<file path="config.mk">
export PLATFORM = sky130hd
export DESIGN_NAME = bcd_to_bin
export DESIGN_NICKNAME = d
export VERILOG_FILES = /design/src/rtl/bcd_pkg.sv /design/src/rtl/bcd_nibble_sub3.sv /design/src/rtl/bcd_to_bin.sv
export SDC_FILE = /design/constraint.sdc
export NUM_CORES = 1
export LEC_CHECK = 0
export ABC_CLOCK_PERIOD_IN_PS = 1550
export CAP_MARGIN = 20
export CORE_ASPECT_RATIO = 0.7
export CORE_MARGIN = 3
export CORE_UTILIZATION = 45
export CTS_BUF_LIST = sky130_fd_sc_hd__clkbuf_16
export DETAILED_ROUTE_END_ITERATION = 8
export PLACE_DENSITY = 0.67
export SKIP_LAST_GASP = 1
export SLEW_MARGIN = 20
export SYNTH_ARGS = -nofsm -noshare
export SYNTH_HDL_FRONTEND = slang
export SYNTH_SLANG_ARGS = --single-unit
export TNS_END_PERCENT = 100
</file>
<file path="constraint.sdc">
create_clock -name sys_clk -period 1.55 [get_ports sys_clk]
set_input_delay 0.31 -clock sys_clk [delete_from_list [all_inputs] [get_ports sys_clk]]
set_output_delay 0.31 -clock sys_clk [all_outputs]
set_load 0.01 [all_outputs]
</file>
<file path="src/rtl/bcd_pkg.sv">
// Shared definitions for the BCD <-> binary conversion blocks.
package bcd_pkg;

   localparam int BCD_DIGITS = 6;
   localparam int BIN_W      = 20;

   typedef logic [3:0] bcd_t;

   typedef enum logic {
      IDLE  = 1'b0,
      SHIFT = 1'b1
   } state_e;

   // A BCD nibble is only legal in the range 0..9.
   function automatic logic bcd_invalid(input bcd_t d);
      return (d > 4'd9);
   endfunction

endpackage

</file>
<file path="src/rtl/bcd_nibble_sub3.sv">
// One BCD column of the reverse double-dabble adjust: undo the +3 bias
// that a right shift leaves behind in any nibble that reached 8 or more.
module bcd_nibble_sub3
   import bcd_pkg::*;
(
   input  logic [3:0] in_nib,
   output logic [3:0] out_nib
);

   assign out_nib = (in_nib >= 4'd8) ? (in_nib - 4'd3) : in_nib;

endmodule

</file>
<file path="src/rtl/bcd_to_bin.sv">
// Serial BCD-to-binary converter (reverse double-dabble).
// The BCD digits are loaded into the top of a shift register and shifted
// right one bit per cycle; after each shift, every BCD nibble >= 8 has 3
// subtracted. After BIN_W iterations the low field holds the binary value.
module bcd_to_bin
   import bcd_pkg::*;
#(
   parameter int DIGITS = bcd_pkg::BCD_DIGITS,
   parameter int BIN_W  = bcd_pkg::BIN_W,
   parameter int CNT_W  = 5
) (
   input  logic             sys_clk,
   input  logic             sys_rst_n,
   input  logic             start,
   input  logic [3:0]       unit,
   input  logic [3:0]       ten,
   input  logic [3:0]       hun,
   input  logic [3:0]       thou,
   input  logic [3:0]       t_thou,
   input  logic [3:0]       h_thou,
   output logic [BIN_W-1:0] data,
   output logic             busy,
   output logic             done,
   output logic             err
);

   localparam int SR_W = 4*DIGITS + BIN_W;
   localparam logic [CNT_W-1:0] LAST_ITER = CNT_W'(BIN_W-1);

   state_e            state_q, state_d;
   logic [CNT_W-1:0]  cnt_q, cnt_d;
   logic [SR_W-1:0]   sr_q, sr_d;
   logic [BIN_W-1:0]  data_q, data_d;
   logic              busy_q, busy_d;
   logic              done_q, done_d;
   logic              err_q, err_d;
   logic              err_int_q, err_int_d;

   bcd_t [DIGITS-1:0] dig_in;
   logic              any_bad;
   logic [SR_W-1:0]   nx;
   logic [SR_W-1:0]   nx_adj;

   // Digits ordered most significant first so the packed array maps
   // straight onto the BCD field of the shift register.
   assign dig_in = {h_thou, t_thou, thou, hun, ten, unit};

   // Flag any non-decimal digit at the time the request is taken.
   always_comb begin
      any_bad = 1'b0;
      for (int i = 0; i < DIGITS; i++) begin
         any_bad = any_bad | bcd_invalid(dig_in[i]);
      end
   end

   // One iteration: logical shift right, then per-nibble bias correction.
   assign nx = sr_q >> 1;
   assign nx_adj[BIN_W-1:0] = nx[BIN_W-1:0];

   for (genvar g = 0; g < DIGITS; g++) begin : g_nib
      bcd_nibble_sub3 u_sub3 (
         .in_nib  (nx[BIN_W + 4*g +: 4]),
         .out_nib (nx_adj[BIN_W + 4*g +: 4])
      );
   end

   // Next-state and register-input logic; done is a single-cycle pulse.
   always_comb begin
      state_d   = state_q;
      cnt_d     = cnt_q;
      sr_d      = sr_q;
      data_d    = data_q;
      busy_d    = busy_q;
      done_d    = 1'b0;
      err_d     = err_q;
      err_int_d = err_int_q;
      case (state_q)
         IDLE: begin
            if (start) begin
               sr_d      = {dig_in, {BIN_W{1'b0}}};
               cnt_d     = '0;
               busy_d    = 1'b1;
               err_int_d = any_bad;
               state_d   = SHIFT;
            end
         end
         SHIFT: begin
            sr_d  = nx_adj;
            cnt_d = cnt_q + 1'b1;
            if (cnt_q == LAST_ITER) begin
               // An invalid digit still runs full length so latency is fixed.
               data_d  = err_int_q ? '0 : nx_adj[BIN_W-1:0];
               err_d   = err_int_q;
               done_d  = 1'b1;
               busy_d  = 1'b0;
               state_d = IDLE;
            end
         end
         default: state_d = IDLE;
      endcase
   end

   // State and output registers; reset aborts any conversion in flight.
   always_ff @(posedge sys_clk or negedge sys_rst_n) begin
      if (!sys_rst_n) begin
         state_q   <= IDLE;
         cnt_q     <= '0;
         sr_q      <= '0;
         data_q    <= '0;
         busy_q    <= 1'b0;
         done_q    <= 1'b0;
         err_q     <= 1'b0;
         err_int_q <= 1'b0;
      end else begin
         state_q   <= state_d;
         cnt_q     <= cnt_d;
         sr_q      <= sr_d;
         data_q    <= data_d;
         busy_q    <= busy_d;
         done_q    <= done_d;
         err_q     <= err_d;
         err_int_q <= err_int_d;
      end
   end

   assign data = data_q;
   assign busy = busy_q;
   assign done = done_q;
   assign err  = err_q;

endmodule

</file>
* After elaboration in Yosys (flattened, before gate mapping) *
Index checks and enable logic that the tools add are counted.

storage, ports and cells
  bits of input ports = 27
  bits in registers = 74
  ROM bits = 0
  memories kept = 0
  latch bits = 0
  logic and storage cells = 58
  RAM bits = 0

cells by class
  multiply operators = 0
  divide/modulo/power cells = 0
  add/subtract/negate cells = 7
  magnitude comparators = 12
  reductions and logical operators = 3
  bitwise gates (word level) = 6
  equality and inequality tests = 3
  muxes and demuxes = 19
  shift-type cells = 0

operators with widths
  operator             count
  $pmux 44 s2          1
  $mux 44              1
  $gt 4x4->1 const B   6
  $mux 4               6
  $ge 4x4->1 const B   5
  $mux 20              1
  $sub 4x2->4 const B  5
  $pmux 5 s2           1
  $mux 1               6
  $reduce_and 2->1     3
  $add 5x1->5 const B  1
  $eq 5x5->1 const B   1
  $mux 5               1
  $or 1x1->1           5
  $ge 3x4->1 const B   1
  $pmux 1 s2           2
  $sub 3x2->4 const B  1
  $ne 2x1->1 const B   1
  $ne 2x2->1 const B   1
  $not 1->1            1

* Depth between registers and ports, before layout *
Gate-level depths: netlist of the first run.

  depth in word-level cells = 6
  depth in mapped cells = 5
  depth with buffers taken out = 4

* Modules after synthesis *
Synthesis of the first run repeated with hierarchy kept, for this count alone.

second synthesis, totals
  cell total of the unflattened synthesis = 364
  area total of the unflattened synthesis = 3784.9 um2

by module, submodules not included
  module           cells each  area each (um2)  instances
  bcd_to_bin       298         3326.9           1
  bcd_nibble_sub3  11          76.3             6

* Worst setup path before layout of the first run *
OpenSTA, ideal clock, no wires.

  path kind = reg2reg
  from = reg cnt_q[0]
  to = reg data_q[10] (netlist: data[10])
  setup slack = 0.156 ns
  data required time = 1.425 ns
  period minus slack after synthesis = 1.394 ns
  cell stages (with the launch flop) = 6
  library setup time = 0.125 ns
  path buffers = 1
  arrival time = 1.269 ns
  path through = dfrtp_1 > ha_1 > nand4_4 > inv_4 > buf_12 > mux2_4

on the way
  longest elaborated chain between the ends = 2

ends and longest elaborated chain
  element                     RTL line           RTL
  from (decl)                 bcd_to_bin.sv:31   logic [CNT_W-1:0] cnt_q, cnt_d;
  from (signal assigned)      bcd_to_bin.sv:116  cnt_q <= cnt_d;
  $eq 5x5->1                  bcd_to_bin.sv:90   if (cnt_q == LAST_ITER) begin
  $reduce_and 2->1 (no line)  --
  to (signal assigned)        bcd_to_bin.sv:118  data_q <= data_d;
  to (decl)                   bcd_to_bin.sv:33   logic [BIN_W-1:0] data_q, data_d;

No other way between the ends.
A chain may end at the register's enable or synchronous reset.

* Worst setup path after layout of the first run *
  from = reg done_q (netlist: done)
  to = out done

RTL lines
  element                 RTL line           RTL
  from (decl)             bcd_to_bin.sv:35   logic done_q, done_d;
  from (signal assigned)  bcd_to_bin.sv:120  done_q <= done_d;
  to (decl)               bcd_to_bin.sv:23   output logic done,

No word-level cell between the ends.

==> results of run 1 <==
-- stage by stage --
stage	total power [mW]	std cells	cell area [um^2]	hold WS (ns)	util, %
after floorplan	5.31	338	3700	0.0144	-
after global placement	6.23	483	4330	0.175	54.6
after detailed placement	6.34	483	4330	0.178	54.6
after CTS	8.39	500	4630	0.361	58.3
after global routing	8.91	500	4660	0.384	58.7
final	8.27	500	4660	0.369	58.7
-- power by group --
group	internal (mW)	leakage, nW	switching, mW
Combinational	1.58	1.27	1.24
Clock	1.25	0.146	0.810
Sequential	2.70	0.929	0.702
-- routing by layer --
metal	vias to the layer above	GRT usage, %	share of wire (%)
li1	1257	-	-
met1	1247	24.0	50
met2	39	24.7	45
met3	6	4.79	3.7
met4	0	4.98	0.84
met5	-	0	0
-- what timing repair did --
item	CTS	global route
hold buffers	1	0
resized for setup	9	14
endpoints found under the setup margin	9	28
endpoints found under the hold margin	12	0
-- how the worst min path moves through the flow --
stage                to  slack (ns)  cells past startpoint
2_1_floorplan      busy        0.01                      0
3_3_place_gp   data[15]        0.18                      1
3_5_place_dp   data[16]        0.18                      1
4_1_cts        data[16]        0.36                      2
5_1_grt        data[16]        0.38                      2
6_report       data[16]        0.37                      2
-- final cells by class --
class / instances / area share (%)
tap: 101 / 2.71
multi-input combinational: 234 / 36.6
sequential: 73 / 39.2
timing repair buffer: 65 / 14.3
inverter: 11 / 0.939
clock buffer: 9 / 4.83
clock inverter: 7 / 1.50
-- cell families (layout without fill, tap and decap cells) --
logic type / count (synthesis) / in the layout / synth area share (%)
xor gates and xnor gates: 13 / 13 / 3.07
and+or+nand+nor: 100 / 100 / 14.9
AOI/OAI and AO/OA: 69 / 69 / 10.6
muxes: 41 / 41 / 13.6
DFF: 73 / 73 / 49.3
adders and majority gates: 11 / 11 / 3.72
buffers and inverters: 31 / 92 / 4.73
-- flip-flops by register name, indices dropped and copies added (netlist names) --
signal	cells
err	1
data	20
busy	1
cnt_q	5
done	1
state_q	1
err_int_q	1
sr_q	43
-- cells in the mapped netlist --
| cell | number |
|---|---|
| dfrtp_1 | 73 |
| o21ai_0 | 34 |
| nand2_1 | 33 |
| nor2b_1 | 33 |
| mux2i_1 | 20 |
| nand2b_1 | 20 |
| mux2_4 | 18 |
| a21oi_1 | 15 |
| ha_1 | 11 |
| a211oi_1 | 10 |
| buf_2 | 10 |
| inv_1 | 10 |
| xnor2_1 | 7 |
| xor2_1 | 6 |
| clkbuf_1 | 5 |
| o22ai_1 | 5 |
| and2b_1 | 3 |
| mux2_2 | 3 |
| nand3_1 | 3 |
| nor2_1 | 3 |
| a21o_1 | 2 |
| a22o_1 | 2 |
| buf_12 | 2 |
| buf_1 | 1 |
| buf_4 | 1 |
| buf_6 | 1 |
| inv_4 | 1 |
| nand4_1 | 1 |
| nand4_4 | 1 |
| nor2_2 | 1 |
| nor3b_1 | 1 |
| o22a_1 | 1 |
| or2b_1 | 1 |
==> metrics.md, run 1 <==
| Metric | Value |
|---|---|
| R2R cell count | 5 |
| Synthesized flop and latch total | 73 |
| # Post-CTS Setup Buffers | 0 |
| Final HPWL DP | 4970 um |
| R2R Setup Slk | 0.09 ns |
| R2r endpoint | data[0] |
| Residual DRC | 0 |
| Top Ports | 50 |
| Fillers | 659 |
| Antenna diodes | 0 |
| Area growth syn-to-layout | 25.9% |
| CP Cell Sequence | clkdlybuf4s50_1 |
| Syn Nets | 376 |
| Lkg Pwr | 2.34 nW |
| CP peak stage delay | 0.52 ns |
| 1st-iter DRT viols | 156 |
| Cell Rows | 27 |
| Slew @ Worst Pin | 0.376 ns |
| Largest net degree at the start of global routing | 45 |
| Crit path time final | 1.48 ns |
| CTS buffer count | 9 |
| Post-Syn Area | 3700 um^2 |
| Worst VDD drop | 863 uV |
| Post-route antenna net violation count | 0 |
| Mapped Cells | 338 |
| CP bufs+invs | 1 |
| Most frequent cells in the layout | dfrtp_1 (72), o21ai_0 (34), nor2b_1 (33), nand2_1 (33), clkdlybuf4s50_1 (25) |
| Fin. Hold Viols | 0 |
| Arrival time worst endpoint | 1.17 ns |
| R2r startpoint | cnt_q[0] |
| Maximum capacitance violations | 0 |
| Req. time, crit path | 1.24 ns |
| Clock transition at path regs | 0.06 ns |
| DRT Pass-1 Iters | 4 |
| Synth area leader | dfrtp_1 |
| Placer Congestion | 0.778 |
| Min setup slack post-route | 0.0700 ns |
| Setup violations, final | 0 |
| Tcrit/Tclk final | 95.5% |
| Leading cell type in the layout, fill and taps excluded | dfrtp_1 |
| Area used by multi-input combinational logic | 1700 um^2 |
| Netlist cell types | 33 |
| Sequential share of the synthesized area | 49.3% |
| Total wire length | 7290 um |
| Initial Utilization | 46.7% |
| Die Span X | 114 um |
| Die area | 9370 um^2 |
| Vias | 2,549 |
| Slew Viols, Final | 0 |
| Die Y-Extent | 81.9 um |
| TritonCTS clock tree | built |
| RSZ-0062 raised after global routing | no |
| All-Layer GR Usage | 16.7% |
| Setup TNS | 0 ns |
| Critical path startpoint category | register |
| Hold crit path type | input port to asynchronous set/reset pin |
| Crit path launch | done |
| IO Port Bufs | 49 |
| Kind of critical path | register to output port |
| Vias per cell | 5.10 |
| Initial antenna violation count | 0 |
| CTS root buf | clkbuf_16 |
| Final Skew | 0.00727 ns |
| Clock latency on the worst-skew pair | 0.33 ns |
| Vias in the first global route | 2,430 |
| Status | completed |
| Rel. slew slack | 74.9% |
| Core Region | 7940 um^2 |
| FF+latch area | 1830 um^2 |
| Grt total ovfl | 0 |
| CP Depth | 1 |
| Post-synth top area share | 49.3% |
| Crit path capture | done |
| WL per Instance | 14.6 um |
| Syn_area_per_cell | 11.0 um^2 |
| Crit path max fanout | 1 |
| Power per Cell Area | 1770 nW/um^2 |
| Worst setup EP type | output port |
| CP top delay family | buffers and inverters |
| H-tree depth | 3 |
| CP max-delay cell | clkdlybuf4s50_1 |
| CTS sink cnt | 73 |
| Share of layout cells above drive strength 1 | 14.8% |
| Yosys warning count | 0 |
| Fmax | 0.676 GHz |
| CTS Buffer Depth | 2 |
| First-pass GRT wire length | 12,200 um |
| Pre-CTS setup slack | -0.0242 ns |
| Nets@finish | 432 |
| Ranking of synthesized cells by area | dfrtp_1 (49%), mux2_4 (7.3%), nor2b_1 (5.6%), mux2i_1 (5.4%), o21ai_0 (4.6%) |
(Power assumes the default switching activity.)
==> run 2: changes to the inputs <==
--- a/config.mk
+++ b/config.mk
@@ -14,7 +14,7 @@
 export DETAILED_ROUTE_END_ITERATION = 8
 export PLACE_DENSITY = 0.67
 export SKIP_LAST_GASP = 1
-export SLEW_MARGIN = 20
+export SLEW_MARGIN = 40
 export SYNTH_ARGS = -nofsm -noshare
 export SYNTH_HDL_FRONTEND = slang
 export SYNTH_SLANG_ARGS = --single-unit
==> results of run 2 <==
Final layout, timing and power as in run 1 (identical DEF).
